[src/rtl/fp_spi_frame_ctrl.sv]
// Front-panel SPI receive controller.
// Oversamples SCLK/MOSI/CS_N in the CLK domain, assembles MSB-first bytes,
// and frames them into command/data transactions. Command bit 7 selects a
// write burst starting at the address in the low command bits. The burst
// auto-increments and wraps around the register bank.
module fp_spi_frame_ctrl #(
    parameter int          ADDR_BITS = 3,
    parameter logic [7:0]  RESET_VAL = 8'h00
) (
    input  logic                          CLK,
    input  logic                          RST,
    input  logic                          SCLK,
    input  logic                          MOSI,
    input  logic                          CS_N,
    output logic                          WR_STB,
    output logic [ADDR_BITS-1:0]          WR_ADDR,
    output logic [7:0]                    WR_DATA,
    output logic                          FRAME_ERR,
    output logic                          BUSY,
    output logic [8*(2**ADDR_BITS)-1:0]   REGS_OUT
);

    localparam int NREGS = 2**ADDR_BITS;

    typedef enum logic [1:0] {
        ST_IDLE = 2'd0,
        ST_CMD  = 2'd1,
        ST_DATA = 2'd2,
        ST_SKIP = 2'd3
    } state_t;

    // Synchroniser, edge-detect and shifter state
    logic [1:0] sclk_sync_q, mosi_sync_q, cs_sync_q;
    logic       sclk_prev_q, cs_prev_q;
    logic [1:0] sync_vld_q;
    logic       armed_q;
    logic [7:0] shift_q;
    logic [2:0] bit_cnt_q;
    logic       byte_done_q;
    logic [7:0] rx_byte_q;

    // Frame FSM and register bank
    state_t                     state_q, state_d;
    logic [ADDR_BITS-1:0]       addr_ptr_q, addr_ptr_d;
    logic [NREGS-1:0][7:0]      regs_q, regs_d;
    logic                       wr_stb_q, wr_stb_d;
    logic [ADDR_BITS-1:0]       wr_addr_q, wr_addr_d;
    logic [7:0]                 wr_data_q, wr_data_d;
    logic                       frame_err_q, frame_err_d;

    logic sclk_s, mosi_s, cs_s;
    logic sclk_rise, cs_fall, cs_rise, shift_en;

    assign sclk_s = sclk_sync_q[1];
    assign mosi_s = mosi_sync_q[1];
    assign cs_s   = cs_sync_q[1];

    assign sclk_rise = sclk_s & ~sclk_prev_q;
    // A frame may only start once CS_N has been seen high after reset, so a
    // select line already low when reset is released is not a frame start.
    assign cs_fall   = armed_q & cs_prev_q & ~cs_s;
    assign cs_rise   = cs_s & ~cs_prev_q;
    // Bits are only collected inside a frame; a deasserted select masks SCLK.
    assign shift_en  = sclk_rise & ~cs_s & (state_q != ST_IDLE);

    // Two-flop synchronisers plus previous-value flops for edge detection
    always_ff @(posedge CLK or posedge RST) begin
        if (RST) begin
            sclk_sync_q <= 2'b00;
            mosi_sync_q <= 2'b00;
            cs_sync_q   <= 2'b11;
            sclk_prev_q <= 1'b0;
            cs_prev_q   <= 1'b1;
            sync_vld_q  <= 2'b00;
            armed_q     <= 1'b0;
        end else begin
            sclk_sync_q <= {sclk_sync_q[0], SCLK};
            mosi_sync_q <= {mosi_sync_q[0], MOSI};
            cs_sync_q   <= {cs_sync_q[0], CS_N};
            sclk_prev_q <= sclk_s;
            cs_prev_q   <= cs_s;
            sync_vld_q  <= {sync_vld_q[0], 1'b1};
            armed_q     <= armed_q | (sync_vld_q[1] & cs_s);
        end
    end

    // Shift register, bit counter and one-cycle byte-complete pulse
    always_ff @(posedge CLK or posedge RST) begin
        if (RST) begin
            shift_q     <= 8'h00;
            bit_cnt_q   <= 3'd0;
            byte_done_q <= 1'b0;
            rx_byte_q   <= 8'h00;
        end else begin
            byte_done_q <= shift_en && (bit_cnt_q == 3'd7);
            if (cs_fall || cs_rise) begin
                bit_cnt_q <= 3'd0;
            end else if (shift_en) begin
                shift_q   <= {shift_q[6:0], mosi_s};
                bit_cnt_q <= bit_cnt_q + 3'd1;
                if (bit_cnt_q == 3'd7) begin
                    rx_byte_q <= {shift_q[6:0], mosi_s};
                end
            end
        end
    end

    // FSM, write strobe and register bank state
    always_ff @(posedge CLK or posedge RST) begin
        if (RST) begin
            state_q     <= ST_IDLE;
            addr_ptr_q  <= '0;
            regs_q      <= {NREGS{RESET_VAL}};
            wr_stb_q    <= 1'b0;
            wr_addr_q   <= '0;
            wr_data_q   <= 8'h00;
            frame_err_q <= 1'b0;
        end else begin
            state_q     <= state_d;
            addr_ptr_q  <= addr_ptr_d;
            regs_q      <= regs_d;
            wr_stb_q    <= wr_stb_d;
            wr_addr_q   <= wr_addr_d;
            wr_data_q   <= wr_data_d;
            frame_err_q <= frame_err_d;
        end
    end

    // Next-state: framing decisions, burst writes, CS_N abort handling
    always_comb begin
        state_d     = state_q;
        addr_ptr_d  = addr_ptr_q;
        regs_d      = regs_q;
        wr_stb_d    = 1'b0;
        wr_addr_d   = wr_addr_q;
        wr_data_d   = wr_data_q;
        frame_err_d = 1'b0;

        case (state_q)
            ST_IDLE: begin
                if (cs_fall) state_d = ST_CMD;
            end
            ST_CMD: begin
                if (byte_done_q) begin
                    if (rx_byte_q[7]) begin
                        state_d    = ST_DATA;
                        addr_ptr_d = rx_byte_q[ADDR_BITS-1:0];
                    end else begin
                        state_d = ST_SKIP;
                    end
                end
            end
            ST_DATA: begin
                if (byte_done_q) begin
                    regs_d[addr_ptr_q] = rx_byte_q;
                    wr_stb_d           = 1'b1;
                    wr_addr_d          = addr_ptr_q;
                    wr_data_d          = rx_byte_q;
                    addr_ptr_d         = addr_ptr_q + 1'b1;
                end
            end
            default: ;  // ST_SKIP: bytes are consumed without effect
        endcase

        // Deselect ends the frame; a completed byte on the same cycle still
        // lands above, and only a partial byte counts as an error.
        if (cs_rise && (state_q != ST_IDLE)) begin
            state_d = ST_IDLE;
            if (bit_cnt_q != 3'd0) frame_err_d = 1'b1;
        end
    end

    assign WR_STB    = wr_stb_q;
    assign WR_ADDR   = wr_addr_q;
    assign WR_DATA   = wr_data_q;
    assign FRAME_ERR = frame_err_q;
    assign BUSY      = (state_q != ST_IDLE);
    assign REGS_OUT  = regs_q;

endmodule

[config.mk]
export PLATFORM = sky130hd
export DESIGN_NAME = fp_spi_frame_ctrl
export DESIGN_NICKNAME = d
export VERILOG_FILES = /design/src/rtl/fp_spi_frame_ctrl.sv
export SDC_FILE = /design/constraint.sdc
export NUM_CORES = 1
export LEC_CHECK = 0
export ABC_AREA = 1
export CAP_MARGIN = 20
export CORE_MARGIN = 1.5
export CORE_UTILIZATION = 52
export CTS_CLUSTER_DIAMETER = 30
export DETAILED_ROUTE_END_ITERATION = 16
export PLACE_DENSITY = 0.77
export RECOVER_POWER = 50
export SYNTH_ARGS = -nofsm -noshare
export SYNTH_HDL_FRONTEND = slang
export SYNTH_SLANG_ARGS = --single-unit
[constraint.sdc]
create_clock -name CLK -period 4.76 [get_ports CLK]
set_clock_uncertainty 0.1 [all_clocks]
set_input_delay 0.476 -clock CLK [delete_from_list [all_inputs] [get_ports CLK]]
set_output_delay 0.476 -clock CLK [all_outputs]
set_load 0.02 [all_outputs]
==> flow_metrics.py <==
metrics = {
    "run_status": {
        "outcome": "finished, violations left",
        "failed_checks": "max-capacitance violations, max-slew violations",
    },
    "clocking": {
        "htree_levels": 3,
        "numCtsBuffers": 9,
        "post_cts_buffers": 0,
        "cts-root-buf": "clkbuf_8",
        "worstSkewPairLatency_ps": 370,
        "cts.sinks": 112,
        "path_clk_slew_ps": 100,
        "holdBufCountCts": 0,
        "ctsResizeCount": 0,
        "cts_buffer_depth": 2,
        "tritoncts": "done",
    },
    "hold_path": {
        "hp-class": "register to register",
        "min_from": "sclk_sync_q[0]",
        "hold_depth": 0,
        "hold_end": "sclk_sync_q[1]",
    },
    "place": {
        "place_congestion": 0.822,
        "io_buffers": 82,
        "dpl_cell_area_mm2": 0.00548,
        "dpl.cell_count": 668,
        "dp_hpwl_mm": 6.85,
    },
    "finish": {
        "layout_common_cells": "242 x nand2_1, 109 x dfrtp_1, 78 x clkdlybuf4s50_1, 25 x inv_1, 24 x o21ai_0",
        "stdcell_count": 685,
        "seqCellArea_mm2": 0.00281,
        "finalCoreUtilization_pct": 65.3,
        "syn_to_final_growth_pct": 22.6,
        "diodes": 0,
        "nFillCells": 716,
        "multi_input_area_mm2": 0.00156,
        "drive_gt1_share_pct": 8.15,
        "finish.instance_area_mm2": 0.00564,
        "fin_nets": 581,
        "final_common_cell": "nand2_1",
    },
    "die": {
        "start_util_pct": 53.3,
        "die_w_um": 97.1,
        "core_area_mm2": 0.00864,
        "io_pins": 83,
        "fp.dieH_um": 97.1,
        "dieArea_mm2": 0.00942,
        "rows": 34,
    },
    "run": {
        "max_cap_viol_count": 1,
    },
    "worst_setup_path": {
        "r2r-end": "REGS_OUT[9]",
        "critPathLaunch": "RST",
        "regToRegSetupSlack_ps": 2160,
        "rr_startpoint": "state_q[1]",
        "path_class": "input pin to asynchronous set/reset pin",
        "cp_data_required_time_ps": 5200,
        "crit_chain": "dlygate4sd3_1 -> clkinvlp_2 -> clkbuf_2 -> buf_4",
        "cp_top_family": "buffers and inverters",
        "start_kind": "input pin",
        "arrival_ps": 3440,
        "crit_path_end_kind": "asynchronous set/reset pin",
        "critPathBufInv": 4,
        "reg2reg_depth": 7,
        "slowest_delay_ps": 1300,
        "critPathMaxFanout": 68,
        "crit_path_top_delay_cell": "clkbuf_2",
    },
    "yosys": {
        "netlist_area_mm2": 0.00460,
        "syn_area_per_cell_um2": 9.33,
        "yosysWarnings": 0,
        "synth_edf_count": 0,
        "synth_ff_type": "dfrtp_1",
        "synthCells": 493,
        "ys_seq_elements": 112,
        "synth.distinct_cells": 25,
        "syn_nets": 502,
        "seq_area_frac_synth_pct": 61.0,
        "async_reset_ff_share_pct": 100,
    },
    "drt": {
        "drt_iter0_markers": 165,
        "vias": 3515,
        "routed_wl_mm": 10.4,
        "viasPerCell": 5.13,
        "wl_per_cell_um": 15.1,
        "drc": 0,
        "first_pass_iters": 7,
        "ant_nets": 0,
    },
    "global_routing": {
        "grt_max_degree": 89,
        "grt_pass1_wl_mm": 17.4,
        "antenna_found_initial": 0,
        "grt_pass1_vias": 3449,
        "overflow": 0,
        "grt_usage_pct": 23.4,
    },
    "timing": {
        "worst_slew_pin_slew_ps": 1650,
        "finalSetupTns_ps": 0,
        "min_period_over_period_pct": 63.0,
        "slew_headroom_pct": -9.74,
        "finalSetupViolCount": 0,
        "period_minus_slack_ps": 3000,
        "grt_setup_unrepaired": "no",
        "hold_viol_final": 0,
        "maxSlewViolCount": 69,
        "fmax_mhz": 333,
    },
    "power": {
        "p_leak_uw": 0.00289,
        "p_per_area_mw_per_mm2": 295,
        "ir_worst_vdd_mv": 0.179,
    },
}
==> metrics by stage <==
step	hold slack, ps	power (uW)	setup WS [ps]
2_1_floorplan	231	1080	1230
3_3_place_gp	235	1110	2570
3_5_place_dp	235	1110	2510
4_1_cts	257	1680	2410
5_1_grt	268	1720	1310
6_report	256	1660	1760
==> state kept, by name, summed over array words and instances, names as in the netlist, 2 cells and up <==
register     flops
REGS_OUT        64
WR_DATA          8
sclk_sync_q      2
shift_q          7
sync_vld_q       2
rx_byte_q        8
bit_cnt_q        3
WR_ADDR          3
mosi_sync_q      2
state_q          2
cs_sync_q        2
addr_ptr_q       3
==> kinds of logic (layout without fill, tap and decap cells) <==
kind of cell	Yosys count	count (layout)	synth area share [%]
simple gates	299	299	29.3
flops	112	112	61.0
buf+inv	43	127	4.05
compound gates	34	34	4.46
fa+ha+maj	4	4	1.09
other cells	1	1	0.0815
==> worst max-delay path by stage <==
stage | end | cells after the start
after global placement | REGS_OUT[52] | 3
after global routing | REGS_OUT[52] | 4
after CTS | BUSY | 3
after floorplan | FRAME_ERR | 1
after detailed placement | REGS_OUT[52] | 3
final | bit_cnt_q[0] | 4
==> cell type report <==
class	instances	area share, %
Clock buffer	10	2.44
Sequential cell	112	49.7
Inverter	27	1.82
Tap cell	108	2.39
Multi-Input combinational cell	338	27.6
Clock inverter	6	1.22
Timing Repair Buffer	84	14.8
==> synthesized netlist by cell type (3+ instances only) <==
cell	number	share of area [%]
nand2_2	10	1.4
dfrtp_1	109	59
o21ai_0	24	2.6
inv_1	24	2.0
nand3_1	20	2.2
o21ai_2	8	1.5
clkbuf_1	9	0.73
nor2_1	7	0.57
nor2_4	8	2.0
inv_2	3	0.24
nor2_8	4	1.7
dfstp_2	3	1.7
nand2_1	237	19
nand4_1	9	1.2
ha_1	4	1.1
==> routing by layer <==
metal / global-route usage (%) / share of wire (%) / up-vias
li1: - / - / 1693
met1: 32.2 / 44 / 1688
met2: 37.4 / 49 / 117
met3: 3.60 / 4.9 / 17
met4: 9.59 / 2.2 / 0
met5: 0 / 0 / -
==> power by group <==
| part | leakage, uW | switching, uW | internal, uW |
|---|---|---|---|
| Clock | 0.0000907 | 316 | 258 |
| Combinational | 0.00127 | 64.3 | 29.8 |
| Sequential | 0.00153 | 22.3 | 972 |
No activity file was read; power rests on OpenSTA's default activity.
